**config.mk**
```make
export PLATFORM = sky130hd
export DESIGN_NAME = ped_request_unit
export DESIGN_NICKNAME = d
export VERILOG_FILES = /design/src/rtl/ped_request_unit.sv
export SDC_FILE = /design/constraint.sdc
export NUM_CORES = 1
export LEC_CHECK = 0
export CAP_MARGIN = 10
export CORE_MARGIN = 2
export CORE_UTILIZATION = 45
export DETAILED_ROUTE_END_ITERATION = 10
export PLACE_DENSITY_LB_ADDON = 0.15
export SYNTH_ARGS = -nofsm -noshare
export SYNTH_HDL_FRONTEND = slang
export SYNTH_SLANG_ARGS = --single-unit
```
**constraint.sdc**
```tcl
create_clock -name clk -period 3.2 [get_ports clk]
set_input_delay 0.48 -clock clk [delete_from_list [all_inputs] [get_ports clk]]
set_output_delay 0.48 -clock clk [all_outputs]
set_load 0.005 [all_outputs]
```
**src/rtl/ped_request_unit.sv**
```systemverilog
// Pedestrian request unit: synchronises and debounces the crossing button,
// latches a request towards the crossing controller, follows the controller's
// pedestrian lamps to drive walk/wait/beep indications, and enforces a minimum
// gap between crossings so traffic green cannot be starved.
module ped_request_unit #(
    parameter int unsigned DEBOUNCE_CYCLES  = 1_000_000,
    parameter int unsigned MIN_GAP_CYCLES   = 300_000_000,
    parameter int unsigned BEEP_HALF_CYCLES = 25_000_000,
    parameter int unsigned CNT_W            = 29
) (
    input  logic clk,
    input  logic rst,
    input  logic btn,
    input  logic PG,
    input  logic PY,
    input  logic PR,
    output logic go,
    output logic wait_led,
    output logic walk_led,
    output logic beep
);

    typedef enum logic [2:0] {
        S_IDLE    = 3'd0,
        S_HOLDOFF = 3'd1,
        S_REQ     = 3'd2,
        S_WALK    = 3'd3,
        S_CLEAR   = 3'd4
    } state_t;

    // The debounce counter arms on the first differing sample, so a held level
    // is accepted DEBOUNCE_CYCLES+2 edges after btn is first sampled.
    localparam logic [CNT_W-1:0] DB_LAST   = CNT_W'(DEBOUNCE_CYCLES);
    localparam logic [CNT_W-1:0] GAP_LOAD  = CNT_W'(MIN_GAP_CYCLES);
    localparam logic [CNT_W-1:0] BEEP_LAST = CNT_W'(BEEP_HALF_CYCLES - 1);
    localparam logic [CNT_W-1:0] CNT_ONE   = CNT_W'(1);

    logic             sync1_q, sync2_q;
    logic             stable_q, stable_prev_q;
    logic [CNT_W-1:0] db_cnt_q;
    logic             press;

    state_t           state_q, state_d;
    logic             pending_q, pending_d;
    logic [CNT_W-1:0] gap_q, gap_d;
    logic [CNT_W-1:0] bcnt_q, bcnt_d;
    logic             go_q, go_d;
    logic             wait_q, wait_d;
    logic             walk_q, walk_d;
    logic             beep_q, beep_d;

    logic             lamps_bad;
    logic             gap_free;
    logic             exit_walk;

    // Two-flop synchroniser followed by a consecutive-sample debouncer.
    always_ff @(posedge clk) begin
        if (rst) begin
            sync1_q       <= 1'b0;
            sync2_q       <= 1'b0;
            stable_q      <= 1'b0;
            stable_prev_q <= 1'b0;
            db_cnt_q      <= '0;
        end else begin
            sync1_q       <= btn;
            sync2_q       <= sync1_q;
            stable_prev_q <= stable_q;
            if (sync2_q == stable_q) begin
                db_cnt_q <= '0;
            end else if (db_cnt_q == DB_LAST) begin
                stable_q <= sync2_q;
                db_cnt_q <= '0;
            end else begin
                db_cnt_q <= db_cnt_q + CNT_ONE;
            end
        end
    end

    assign press = stable_q & ~stable_prev_q;

    // Contradictory (PG+PY) or dark lamps freeze the unit in place.
    assign lamps_bad = (PG & PY) | ~(PG | PY | PR);
    // The holdoff expires on the edge where the gap counter reaches zero.
    assign gap_free  = (gap_q <= CNT_ONE);

    // Next-state, gap counter, beep cadence and registered output values.
    always_comb begin
        state_d   = state_q;
        pending_d = pending_q;
        bcnt_d    = bcnt_q;
        walk_d    = walk_q;
        beep_d    = beep_q;
        exit_walk = 1'b0;

        if (!lamps_bad) begin
            case (state_q)
                S_IDLE: begin
                    if (PG)
                        state_d = S_WALK;
                    else if (press)
                        state_d = gap_free ? S_REQ : S_HOLDOFF;
                end
                S_HOLDOFF: begin
                    if (PG)
                        state_d = S_WALK;
                    else if (gap_free)
                        state_d = S_REQ;
                end
                S_REQ: begin
                    if (PG)
                        state_d = S_WALK;
                end
                S_WALK: begin
                    if (press)
                        pending_d = 1'b1;
                    if (PY)
                        state_d = S_CLEAR;
                    else if (PR && !PG)
                        exit_walk = 1'b1;
                end
                S_CLEAR: begin
                    if (press)
                        pending_d = 1'b1;
                    if (PR)
                        exit_walk = 1'b1;
                end
                default: state_d = S_IDLE;
            endcase

            // A request made while the crossing was in use is served after the gap.
            if (exit_walk) begin
                state_d   = pending_d ? S_HOLDOFF : S_IDLE;
                pending_d = 1'b0;
            end

            case (state_d)
                S_WALK: begin
                    walk_d = 1'b1;
                    beep_d = 1'b0;
                    bcnt_d = '0;
                end
                S_CLEAR: begin
                    if (state_q != S_CLEAR) begin
                        walk_d = 1'b1;
                        beep_d = 1'b1;
                        bcnt_d = '0;
                    end else if (bcnt_q == BEEP_LAST) begin
                        walk_d = ~walk_q;
                        beep_d = ~beep_q;
                        bcnt_d = '0;
                    end else begin
                        bcnt_d = bcnt_q + CNT_ONE;
                    end
                end
                default: begin
                    walk_d = 1'b0;
                    beep_d = 1'b0;
                    bcnt_d = '0;
                end
            endcase
        end

        if (exit_walk)
            gap_d = GAP_LOAD;
        else if (gap_q != '0)
            gap_d = gap_q - CNT_ONE;
        else
            gap_d = gap_q;

        go_d   = (state_d == S_REQ);
        wait_d = (state_d == S_HOLDOFF) || (state_d == S_REQ) ||
                 (((state_d == S_WALK) || (state_d == S_CLEAR)) && pending_d);
    end

    // State, counters and registered outputs.
    always_ff @(posedge clk) begin
        if (rst) begin
            state_q   <= S_IDLE;
            pending_q <= 1'b0;
            gap_q     <= '0;
            bcnt_q    <= '0;
            go_q      <= 1'b0;
            wait_q    <= 1'b0;
            walk_q    <= 1'b0;
            beep_q    <= 1'b0;
        end else begin
            state_q   <= state_d;
            pending_q <= pending_d;
            gap_q     <= gap_d;
            bcnt_q    <= bcnt_d;
            go_q      <= go_d;
            wait_q    <= wait_d;
            walk_q    <= walk_d;
            beep_q    <= beep_d;
        end
    end

    assign go       = go_q;
    assign wait_led = wait_q;
    assign walk_led = walk_q;
    assign beep     = beep_q;

endmodule

```
==> results.yml <==
job:
  cap_violations: 0
global_routing:
  grt_antenna_before_repair: 0
  grt_max_degree: 30
  grt_busiest_layer: "met2"
  grt_use_total_pct: 17.3
  grtUsageMet2_pct: 27.6
  met3_usage_pct: 5.76
  grt.overflow.total: 0
  grt_pass1_wl_um: 15700
  grt_pass1_vias: 3453
  met1_usage_pct: 22.1
cells_and_area:
  num_antenna_cells: 0
  fin_area_um2: 5170
  syn2layout_area_growth_pct: 10.4
  layout.nets: 562
  layout-drive-gt1-share_pct: 6.67
route:
  post-route-drc-count: 0
  drt-total-wl_um: 8870
  dr_total_vias: 3638
  drt-vias-per-instance: 5.26
  drtPass1Iterations: 4
  wl_per_cell_um: 12.8
  drt_iter0_markers: 140
  ant_nets: 0
synthesis:
  synth_area_um2: 4680
  yosysSeqAreaShare_pct: 42.3
  ys_seq_elements: 99
  yosys_warnings: 0
  synthCells: 542
  synth_area_per_cell_um2: 8.64
  ys.flop_type: "dfxtp_1"
  synth_enable_flop_cells: 0
  synth_cell_types: 54
  synthArstFlopShare_pct: 0
  syn_nets: 554
power:
  p_leak_uw: 0.00177
  ir_worst_vdd_uv: 697
  power_density_nw_per_um2: 764
sta:
  clock_skew_ps: 8.39
  rsz0062_at_grt: "false"
  worstMarginPinSlew_ps: 638
  max_freq_ghz: 0.400
  final-hold-violation-count: 0
  finalMaxSlewViolations: 0
  setup_tns_ps: 0
  setup-violations-final: 0
  finalCriticalPeriod_ps: 2500
  fin_crit_sh_pct: 78.1
  maxSlewHeadroom_pct: 57.0
critical_path:
  cp_data_required_time_ps: 3470
  crit_path_max_fanout: 4
  start_kind: "flip-flop"
  critPathKind: "reg -> reg"
  worst_setup_path_end_kind: "flip-flop"
  critPathArrivalTime_ps: 2770
clocking:
  postCtsSetupBuffers: 0
  ctsResizeCount: 0
  clkTransAtPathRegs_ps: 90
  h-tree-depth: 3
  cts_max_path_buffers: 2
  hold_buffers: 0
  clock_latency_ps: 370
  clockRootBuffer: "clkbuf_8"
  cts_tree: "yes"
  cts_inserted_buffers: 9
  cts.sinks: 99
floorplan:
  core_area_um2: 10200
  top_level_ports: 10
  die_x_um: 106
  dieArea_um2: 11200
  initial_core_util_pct: 45.8
  rows: 37
  die_y_um: 106
placed_design:
  port_buffers: 9
  post_dp_cell_area_um2: 4930
  place.gp.congestion: 0.786
  dp_hpwl_um: 6070
run_status:
  status: "finished clean"
hold_path:
  hp-class: "reg -> reg"
[state kept, by name, indices dropped and copies added, names as in the netlist]
name / flops
sync1_q: 1
beep: 1
gap_q: 29
go: 1
db_cnt_q: 29
wait_led: 1
stable_q: 1
stable_prev_q: 1
walk_led: 1
pending_q: 1
state_q: 3
sync2_q: 1
bcnt_q: 29
[stage by stage]
step / hold WS, ps / cells / worst slack (ps) / total power [µW] / util, %
after floorplan: 414 / 542 / 916 / 2750 / -
after detailed placement: 449 / 675 / 438 / 3060 / 48.2
final: 461 / 691 / 702 / 3950 / 50.5
after CTS: 462 / 691 / 665 / 3990 / 50.5
after global routing: 478 / 691 / 614 / 4230 / 50.5
after global placement: 419 / 675 / 508 / 3040 / 48.2
[Yosys cell counts, types with 2 or more instances]
cell type	instances	area (µm²)
ha_1	6	75.1
a31oi_1	2	12.5
o31ai_1	3	22.5
or4_1	3	22.5
nor2b_1	7	43.8
or3_1	9	56.3
o21a_1	2	15.0
nand3b_1	5	37.5
nor3_1	9	45.0
xnor2_1	15	131
nor4_1	10	62.6
nand2b_1	6	37.5
buf_2	2	10.0
and4b_1	2	20.0
clkbuf_1	15	56.3
nand4b_1	6	52.6
a21oi_1	27	135
nand2_1	39	146
nor4b_1	6	52.6
and3_1	11	68.8
xor2_1	60	526
mux2i_1	3	30.0
nand3_1	25	125
and4_1	4	35.0
nand4_1	23	144
nor2_1	93	349
buf_1	5	18.8
dfxtp_1	99	1980
o21ai_0	13	65.1
inv_1	8	30.0
[layout by cell type, fill, tap and decap left out, drive strengths merged, types with 11 or more instances in the layout]
| cell type | instances |
|---|---|
| a21oi | 27 |
| and3 | 11 |
| clkbuf | 11 |
| dfxtp | 99 |
| nand2 | 39 |
| nand3 | 26 |
| nand4 | 23 |
| nor2 | 94 |
| nor4 | 12 |
| o21ai | 13 |
| xnor2 | 15 |
| xor2 | 60 |
[critical path, stage by stage, from the launching register on]
cell	delay [ps]
dfxtp_1	350
or4_1	630
nor4_4	350
nand3_1	200
a32oi_2	310
mux2_2	380
a22o_1	180
[metal layers]
metal / vias up / wire (µm)
met5: - / 0
met4: 0 / 83
met3: 6 / 283
met2: 43 / 4060
met1: 1689 / 4450
li1: 1900 / -
[worst paths after layout]
path | from | endpoint | slack [ps] | cells after the start
worst max-delay path | gap_q[8] | wait_led | 700 | 6
worst min-delay path | sync1_q | sync2_q | 460 | 1
worst max register to register | gap_q[8] | wait_led | 700 | 6
worst min register to register | sync1_q | sync2_q | 460 | 1
[power by group]
part | leakage (µW) | total [µW] | switching (µW) | internal, µW
combinational | 0.000851 | 1470 | 845 | 620
clock | 0.000116 | 914 | 429 | 485
sequential | 0.000803 | 1570 | 168 | 1400
total | 0.00177 | 3950 | 1440 | 2510
[cell type report]
class                           instances  area [µm²]
Sequential cell                        99        1980
Timing Repair Buffer                   19         165
Inverter                                8        30.0
Clock buffer                           11         151
Multi-Input combinational cell        413        2580
Tap cell                              136         170
Clock inverter                          5        85.1
Fill cell                             968        5060
[cell families (layout without fill, tap and decap cells)]
family | Yosys count | in the layout | share of synthesized area [%]
AOI/OAI and AO/OA | 58 | 58 | 7.78
xor gates and xnor gates | 75 | 75 | 14.0
adders and majority gates | 6 | 6 | 1.60
buffers and inverters | 30 | 43 | 2.46
DFF | 99 | 99 | 42.3
muxes | 4 | 4 | 0.882
and+or+nand+nor | 270 | 270 | 30.9
(Power assumes the default switching activity.)
